`src/rtl/gray_conv_arbiter.sv`:
```
// Two-requester round-robin front end sharing one bit-serial Gray-to-binary converter.
// Grant edge -> ack in N+1 clocks (N CONV + 1 DONE); one IDLE cycle between grants.
module gray_conv_arbiter #(
   parameter int N = 8
) (
   input  logic         clk,
   input  logic         rst,
   input  logic         req0,
   input  logic [N-1:0] g0,
   input  logic         req1,
   input  logic [N-1:0] g1,
   output logic         busy,
   output logic         grant,
   output logic         ack0,
   output logic         ack1,
   output logic [N-1:0] B
);

   localparam int CW = $clog2(N);

   typedef enum logic [1:0] {IDLE, CONV, DONE} state_t;

   state_t         state, state_nxt;
   logic [N-1:0]   g_lat;
   logic [N-1:0]   w;
   logic [N-1:0]   w_nxt;
   logic [CW-1:0]  cnt;
   logic           prev;
   logic           bit_nxt;
   logic           winner;

   // prev is cleared on the grant edge, so the MSB falls out as g[N-1] ^ 0.
   always_comb begin
      state_nxt = state;
      winner    = (req0 && req1) ? ~grant : req1;
      bit_nxt   = g_lat[cnt] ^ prev;
      w_nxt     = w;
      w_nxt[cnt] = bit_nxt;
      case (state)
         IDLE:    if (req0 || req1) state_nxt = CONV;
         CONV:    if (cnt == '0) state_nxt = DONE;
         DONE:    state_nxt = IDLE;
         default: state_nxt = IDLE;
      endcase
   end

   always_ff @(posedge clk or posedge rst) begin
      if (rst) begin
         state <= IDLE;
         grant <= 1'b1;
         B     <= '0;
         cnt   <= '0;
         g_lat <= '0;
         w     <= '0;
         prev  <= 1'b0;
      end else begin
         state <= state_nxt;
         case (state)
            IDLE: begin
               if (req0 || req1) begin
                  g_lat <= winner ? g1 : g0;
                  grant <= winner;
                  cnt   <= CW'(N-1);
                  prev  <= 1'b0;
                  w     <= '0;
               end
            end
            CONV: begin
               w    <= w_nxt;
               prev <= bit_nxt;
               if (cnt == '0) B <= w_nxt;
               else           cnt <= cnt - 1'b1;
            end
            default: ;
         endcase
      end
   end

   assign busy = (state != IDLE);
   assign ack0 = (state == DONE) && !grant;
   assign ack1 = (state == DONE) &&  grant;

endmodule

```
`config.mk`:
```
export PLATFORM = sky130hd
export DESIGN_NAME = gray_conv_arbiter
export DESIGN_NICKNAME = d
export VERILOG_FILES = /design/src/rtl/gray_conv_arbiter.sv
export SDC_FILE = /design/constraint.sdc
export NUM_CORES = 1
export LEC_CHECK = 0
export CORE_ASPECT_RATIO = 0.9
export CORE_MARGIN = 2
export CORE_UTILIZATION = 33
export DETAILED_ROUTE_END_ITERATION = 8
export GPL_TIMING_DRIVEN = 0
export PLACE_DENSITY = 0.63
export SYNTH_ARGS = -nofsm -noshare
export SYNTH_HDL_FRONTEND = slang
export SYNTH_SLANG_ARGS = --single-unit
```
`constraint.sdc`:
```
create_clock -name clk -period 3.2 [get_ports clk]
set_clock_uncertainty 0.15 [all_clocks]
set_input_delay 0.64 -clock clk [delete_from_list [all_inputs] [get_ports clk]]
set_output_delay 0.64 -clock clk [all_outputs]
set_load 0.03 [all_outputs]
```
==> results of run 1 <==
==> routing by layer <==
metal	global-route usage, %	up-vias
met2	19.8	25
met5	0	-
met3	4.52	4
li1	-	613
met4	4.76	0
met1	17.4	565
==> cell type report <==
cell class | count | share of cell area [%]
well taps | 62 | 3.70
flip-flops and latches | 31 | 37.0
plain buffers | 10 | 1.97
clock inverters | 1 | 0.239
multi-input cells | 103 | 35.6
clock buffers | 7 | 4.11
inverters | 7 | 1.25
repair buffers | 32 | 16.1
==> flip-flops by register name (all words and copies together) (netlist names) <==
name	count
B	8
w	8
state	2
g_lat	8
grant	1
prev	1
cnt	3
==> report_power, final <==
group	internal, mW	switching (mW)
Clock	0.173	0.137
Sequential	0.567	0.0966
Combinational	0.478	0.622
==> per-stage QoR <==
stage	setup WS, ns	total power [mW]
after floorplan	0.981	1.47
after global placement	0.562	1.76
after detailed placement	0.613	1.77
after CTS	0.632	2.10
after global routing	0.452	2.24
final	0.635	2.07
==> path summary, 6_finish.rpt <==
kind	from	to	slack [ns]	depth (start not counted)
max	cnt[1]	B[5]	0.64	8
min	w[5]	B[5]	0.36	1
max reg2reg	cnt[1]	B[5]	0.64	8
min reg2reg	w[5]	B[5]	0.36	1
max in group asynchronous	rst	grant	1.79	3
min in group asynchronous	rst	B[1]	0.55	2
==> cells in the final DEF (no fill, tap or decap), drive strengths merged, types with 2 or more instances in the layout <==
cell type | synthesis | layout
clkbuf | 5 | 12
inv | 7 | 7
or2 | 2 | 2
o21ai | 10 | 10
dfrtp | 30 | 30
nor2 | 19 | 19
mux2 | 5 | 5
nor3b | 2 | 2
mux4 | 2 | 2
ha | 2 | 2
clkdlybuf4s50 | 0 | 31
o41ai | 4 | 4
buf | 5 | 6
nand2 | 6 | 6
nor3 | 3 | 3
xnor2 | 2 | 2
mux2i | 16 | 16
a21oi | 16 | 16
a31oi | 3 | 3
==> kinds of logic (layout without fill, tap and decap cells) <==
logic type / after synthesis / count (layout) / synth area share (%)
DFF: 31 / 31 / 48.8
AOI/OAI and AO/OA: 39 / 39 / 16.4
muxes: 23 / 23 / 17.5
buffers and inverters: 17 / 57 / 4.25
adders and majority gates: 2 / 2 / 1.57
and+or+nand+nor: 37 / 37 / 10.5
xor gates and xnor gates: 2 / 2 / 1.10
==> summary.md, run 1 <==
| Metric | Value |
|---|---|
| Initial Utilization | 35.0% |
| Wirelength per Cell | 12.6 um |
| Hold_buf cts | 0 |
| Fin area | 2100 um^2 |
| CTS clock-pin slew for the worst setup and hold paths | 0.06 ns |
| DP Wirelength | 2.25 mm |
| I/O pin count | 32 |
| Wire length on met2 | 1.45 mm |
| Run status | complete, no violations |
| First-pass DRT Iterations | 4 |
| Syn nets | 173 |
| Largest net degree at the start of global routing | 32 |
| Dpl cell area | 1980 um^2 |
| Post-synth top cells | 30 x dfrtp_1, 19 x nor2_1, 16 x a21oi_1, 14 x mux2i_1, 10 x o21ai_0 |
| GP Congestion | 0.782 |
| Max layer used | met4 |
| Critical Path Most Common Cell | clkbuf_1 |
| Post-route setup TNS | 0 ns |
| Ys async rst share | 100% |
| H-tree depth | 2 |
| Met3 wire length | 137 um |
| Worst slew pin tran | 1.01 ns |
| Lkg Pwr | 0.900 nW |
| PwrDens | 989 nW/um^2 |
| Sequential area share after synthesis | 48.8% |
| Layout fillers | 458 |
| Post-CTS sizing | 0 |
| P&R area growth vs syn | 31.8% |
| Slew margin rel. | 32.0% |
| GRT Total Usage | 13.1% |
| Max Cap Violations | 0 |
| Total number of vias | 1207 |
| First-pass GRT wire length | 5.64 mm |
| Placed Cells | 244 |
| Drt initial violations | 55 |
| Slowest cell on crit path | clkbuf_1 |
| Crit path arrival time | 2.57 ns |
| Die height | 69.9 um |
| # rows | 23 |
| Worst-case clock buffer depth | 2 |
| CP Capture Type | register |
| Final wirelength | 3.19 mm |
| DR DRC count | 0 |
| Synth unique cells | 33 |
| Post-route ant nets | 0 |
| Total CTS buffers | 5 |
| Port Buf Inserts | 31 |
| # Post-CTS Setup Buffers | 0 |
| Synthesized instance count | 151 |
| Ant. Diodes | 0 |
| Core area | 4550 um^2 |
| Yosys warns | 0 |
| Synth area leaders | dfrtp_1 47%, mux2i_1 8.8%, a21oi_1 5.0% |
| Final worst path period need | 2.56 ns |
| Vias in the first global route | 1212 |
| Number of synthesized flops with an enable pin | 0 |
| Critical-path cell list | clkbuf_1 -> clkbuf_1 -> inv_1 -> ha_1 -> and3_1 -> clkbuf_1 -> buf_2 -> mux2_2 |
| Worst-path fanout max | 10 |
| Critical path startpoint category | register |
| Finished Layout Cells | 253 |
| Root Driver | clkbuf_8 |
| Reg area | 777 um^2 |
| Final Cycle Share | 80.1% |
| M1 WL | 1.56 mm |
| Number of synthesized register bits | 31 |
| Worst-skew pair later-pin latency | 0.28 ns |
| Congestion Overflow GR | 0 |
| CP delay by family, top | buffers and inverters |
| TritonCTS clock tree | yes |
| Maximum clock frequency | 390 MHz |
| Final core area utilization | 46.1% |
| RSZ-0062 raised after global routing | no |
| CP peak stage delay | 0.42 ns |
| Most frequent cell after synthesis | dfrtp_1 |
| Top_reg_cell synth | dfrtp_1 |
| Final setup fails | 0 |
| Via density | 4.77 |
| CTS sink cnt | 31 |
| Crit Path Class | reg -> reg |
| Synth top area share | 47.2% |
| Syn Std Cell Area | 1590 um^2 |
| Worst hold slack | 0.357 ns |
| Die W | 77.2 um |
| Critical Path RT | 3.21 ns |
| Final nets | 212 |
| Worst path buffer plus inverter count | 5 |
| Share of layout cells above drive strength 1 | 14.1% |
| Multi-input logic area | 747 um^2 |
| Max-slew violations | 0 |
| Final Hold Viols | 0 |
| Hold crit path type | reg -> reg |
| Synth Area per Inst | 10.5 um^2 |
| Initial antenna violation count | 0 |
| Synth area leader | dfrtp_1 |
| Maximum vdd drop | 0.476 mV |
| Die footprint | 5390 um^2 |
(Power assumes the default switching activity.)
==> run 2, diff against run 1 <==
--- a/config.mk
+++ b/config.mk
@@ -10,7 +10,7 @@
 export CORE_UTILIZATION = 33
 export DETAILED_ROUTE_END_ITERATION = 8
 export GPL_TIMING_DRIVEN = 0
-export PLACE_DENSITY = 0.63
+export PLACE_DENSITY = 0.65
 export SYNTH_ARGS = -nofsm -noshare
 export SYNTH_HDL_FRONTEND = slang
 export SYNTH_SLANG_ARGS = --single-unit
==> constraint.sdc (replaced) <==
create_clock -name clk -period 2.3 [get_ports clk]
set_clock_uncertainty 0.15 [all_clocks]
set_input_delay 0.46 -clock clk [delete_from_list [all_inputs] [get_ports clk]]
set_output_delay 0.46 -clock clk [all_outputs]
set_load 0.03 [all_outputs]
==> summary.md, run 2 (synthesis results as in run 1) <==
| Metric | Value |
|---|---|
| H-tree depth | 2 (unchanged) |
| Layout fillers | 443 (was 458) |
| Wirelength per Cell | 12.7 um (was 12.6 um) |
| Via density | 4.90 (was 4.77) |
| Commonest non-fill, non-tap cell in the layout | dfrtp_1 (was clkdlybuf4s50_1) |
| Multi-input logic area | 761 um^2 (was 747 um^2) |
| Final Hold Viols | 0 (unchanged) |
| Worst slew pin tran | 1.16 ns (was 1.01 ns) |
| CTS clock-pin slew for the worst setup and hold paths | 0.06 ns (about the same) |
| Ant. Diodes | 0 (unchanged) |
| Top flop regs | B x8, g_lat x8, w x8 (unchanged) |
| Worst-path fanout max | 9 (was 10) |
| Slowest cell on crit path | mux4_2 (was clkbuf_1) |
| Final nets | 210 (was 212) |
| Final wirelength | 3.18 mm (was 3.19 mm) |
| I/O pin count | 32 (unchanged) |
| Comb power frac | 53.0% (about the same) |
| Final worst path period need | 2.13 ns (was 2.56 ns) |
| Max-slew violations | 0 (unchanged) |
| Finished Layout Cells | 251 (was 253) |
| Lkg Pwr | 0.924 nW (was 0.900 nW) |
| GP Congestion | 0.779 (was 0.782) |
| Worst-case clock buffer depth | 2 (unchanged) |
| Vias in the first global route | 1205 (was 1212) |
| RSZ-0062 raised after global routing | no (unchanged) |
| Maximum clock frequency | 470 MHz (was 390 MHz) |
| Crit path arrival time | 2.12 ns (was 2.57 ns) |
| Hold crit path type | reg -> reg (unchanged) |
| FF-to-FF Start | cnt[0] (was cnt[1]) |
| TritonCTS clock tree | yes (unchanged) |
| Worst hold start | w[6] (was w[5]) |
| Worst-skew pair later-pin latency | 0.29 ns (was 0.28 ns) |
| Run status | complete, no violations (unchanged) |
| CP peak stage delay | 0.55 ns (was 0.42 ns) |
| CTS sink cnt | 31 (unchanged) |
| RR Endpoint | w[4] (was B[5]) |
| Cells on Worst Hold Path | 1 (unchanged) |
| DR DRC count | 0 (unchanged) |
| Congestion Overflow GR | 0 (unchanged) |
| Largest net degree at the start of global routing | 32 (unchanged) |
| GRT Total Usage | 13.0% (was 13.1%) |
| Final setup fails | 0 (unchanged) |
| Initial Utilization | 35.0% (unchanged) |
| Worst path depth | 5 (was 8) |
| First-pass GRT wire length | 5.66 mm (was 5.64 mm) |
| PwrDens | 1400 nW/um^2 (was 989 nW/um^2) |
| Die W | 77.2 um (unchanged) |
| Maximum vdd drop | 0.510 mV (was 0.476 mV) |
| Total CTS buffers | 5 (unchanged) |
| Total number of vias | 1231 (was 1207) |
| CP Capture Type | register (unchanged) |
| Sequential share of power | 32.1% (was 32.0%) |
| Slew margin rel. | 22.7% (was 32.0%) |
| Flop-to-flop setup slack | 0.17 ns (was 0.64 ns) |
| Clock power frac | 14.9% (was 15.0%) |
| Post-route setup TNS | 0 ns (unchanged) |
| Max Cap Violations | 0 (unchanged) |
| Port Buf Inserts | 31 (unchanged) |
| Reg2Reg Depth | 5 (was 8) |
| Critical-path cell list | buf_2 -> mux4_2 -> mux2i_4 -> mux2i_4 -> o21ai_0 (was clkbuf_1 -> clkbuf_1 -> inv_1 -> ha_1 -> and3_1 -> clkbuf_1 -> buf_2 -> mux2_2) |
| Reg area | 777 um^2 (unchanged) |
| Post-route ant nets | 0 (unchanged) |
| NetSw | 1.22 mW (was 0.855 mW) |
| Crit Path Class | reg -> reg (unchanged) |
| Core area | 4550 um^2 (unchanged) |
| Drt initial violations | 57 (was 55) |
| Most frequent cells in the layout | 30 x dfrtp_1, 28 x clkdlybuf4s50_1, 19 x nor2_1 (was 31 x clkdlybuf4s50_1, 30 x dfrtp_1, 19 x nor2_1) |
| Die footprint | 5390 um^2 (unchanged) |
| Root Driver | clkbuf_8 (unchanged) |
| Sw Share | 41.5% (was 41.2%) |
| Critical Path RT | 2.30 ns (was 3.21 ns) |
| # rows | 23 (unchanged) |
| Worst path buffer plus inverter count | 1 (was 5) |
| First-pass DRT Iterations | 4 (unchanged) |
| DP Wirelength | 2.24 mm (was 2.25 mm) |
| CP delay by family, top | multiplexers (was buffers and inverters) |
| Hold_buf cts | 0 (unchanged) |
| Final Cycle Share | 92.4% (was 80.1%) |
| Share of layout cells above drive strength 1 | 16.9% (was 14.1%) |
| P&R area growth vs syn | 31.5% (was 31.8%) |
| Initial antenna violation count | 0 (unchanged) |
| Internal cell power | 1.72 mW (was 1.22 mW) |
| Placed Cells | 244 (unchanged) |
| Critical Path Most Common Cell | mux2i_4 (was clkbuf_1) |
| Hold path endpoint | B[6] (was B[5]) |
| Critical path startpoint category | register (unchanged) |
| Die height | 69.9 um (unchanged) |
| Final core area utilization | 46.0% (was 46.1%) |
-- run 2: cell count changes in the layout (fill, tap and decap cells not counted), moves of 2 or more --
cell / delta
clkbuf_1: -3
clkdlybuf4s50_1: -3
dlymetal6s2s_1: +2
inv_1: -2
inv_2: +2
-- run 2: worst max-delay path by stage --
stage / from / endpoint / slack, ns
after global routing: cnt[0] / B[5] / 0.03
after floorplan: cnt[1] / B[5] / 0.08
after global placement: cnt[1] / B[5] / -0.25
after detailed placement: cnt[1] / B[5] / -0.25
after CTS: cnt[0] / w[4] / 0.02
final: cnt[0] / w[4] / 0.17
-- run 2: area by class of cell --
type	count	area share [%]
Tap cell	62	3.71
Clock inverter	1	0.239
Buffer	9	2.21
Timing Repair Buffer	31	15.0
Multi-Input combinational cell	103	36.3
Clock buffer	7	4.12
Sequential cell	31	37.1
Inverter	7	1.26
-- run 2: per-stage QoR --
| stage | hold slack (ns) | total power [mW] | instance area (um^2) | worst slack, ns |
|---|---|---|---|---|
| 2_1_floorplan | 0.315 | 2.04 | 1590 | 0.0811 |
| 3_3_place_gp | 0.338 | 2.45 | 1980 | -0.246 |
| 3_5_place_dp | 0.342 | 2.46 | 1980 | -0.253 |
| 4_1_cts | 0.355 | 2.92 | 2080 | 0.0174 |
| 5_1_grt | 0.377 | 3.15 | 2090 | 0.0303 |
| 6_report | 0.350 | 2.94 | 2090 | 0.174 |
-- run 2: what timing repair did --
action                     in CTS  in global routing
setup buffers                   0                  0
setup endpoints to repair      10                  8
resized for setup               7                  5
hold endpoints to repair        0                  0
-- run 2: power groups by stage --
stage / Combinational [mW] / Sequential, mW / Clock (mW)
2_1_floorplan: 0.990 / 1.05 / 0
3_3_place_gp: 1.52 / 0.930 / 0
3_5_place_dp: 1.53 / 0.934 / 0
4_1_cts: 1.55 / 0.926 / 0.445
5_1_grt: 1.70 / 0.979 / 0.471
6_report: 1.56 / 0.944 / 0.436
-- run 2: metal layers --
layer / routed length, um / track usage, % / vias up
met4: 57 / 5.36 / 0
met1: 1530 / 18.1 / 588
li1: - / - / 606
met5: 0 / 0 / -
met3: 177 / 3.62 / 7
met2: 1410 / 19.1 / 30
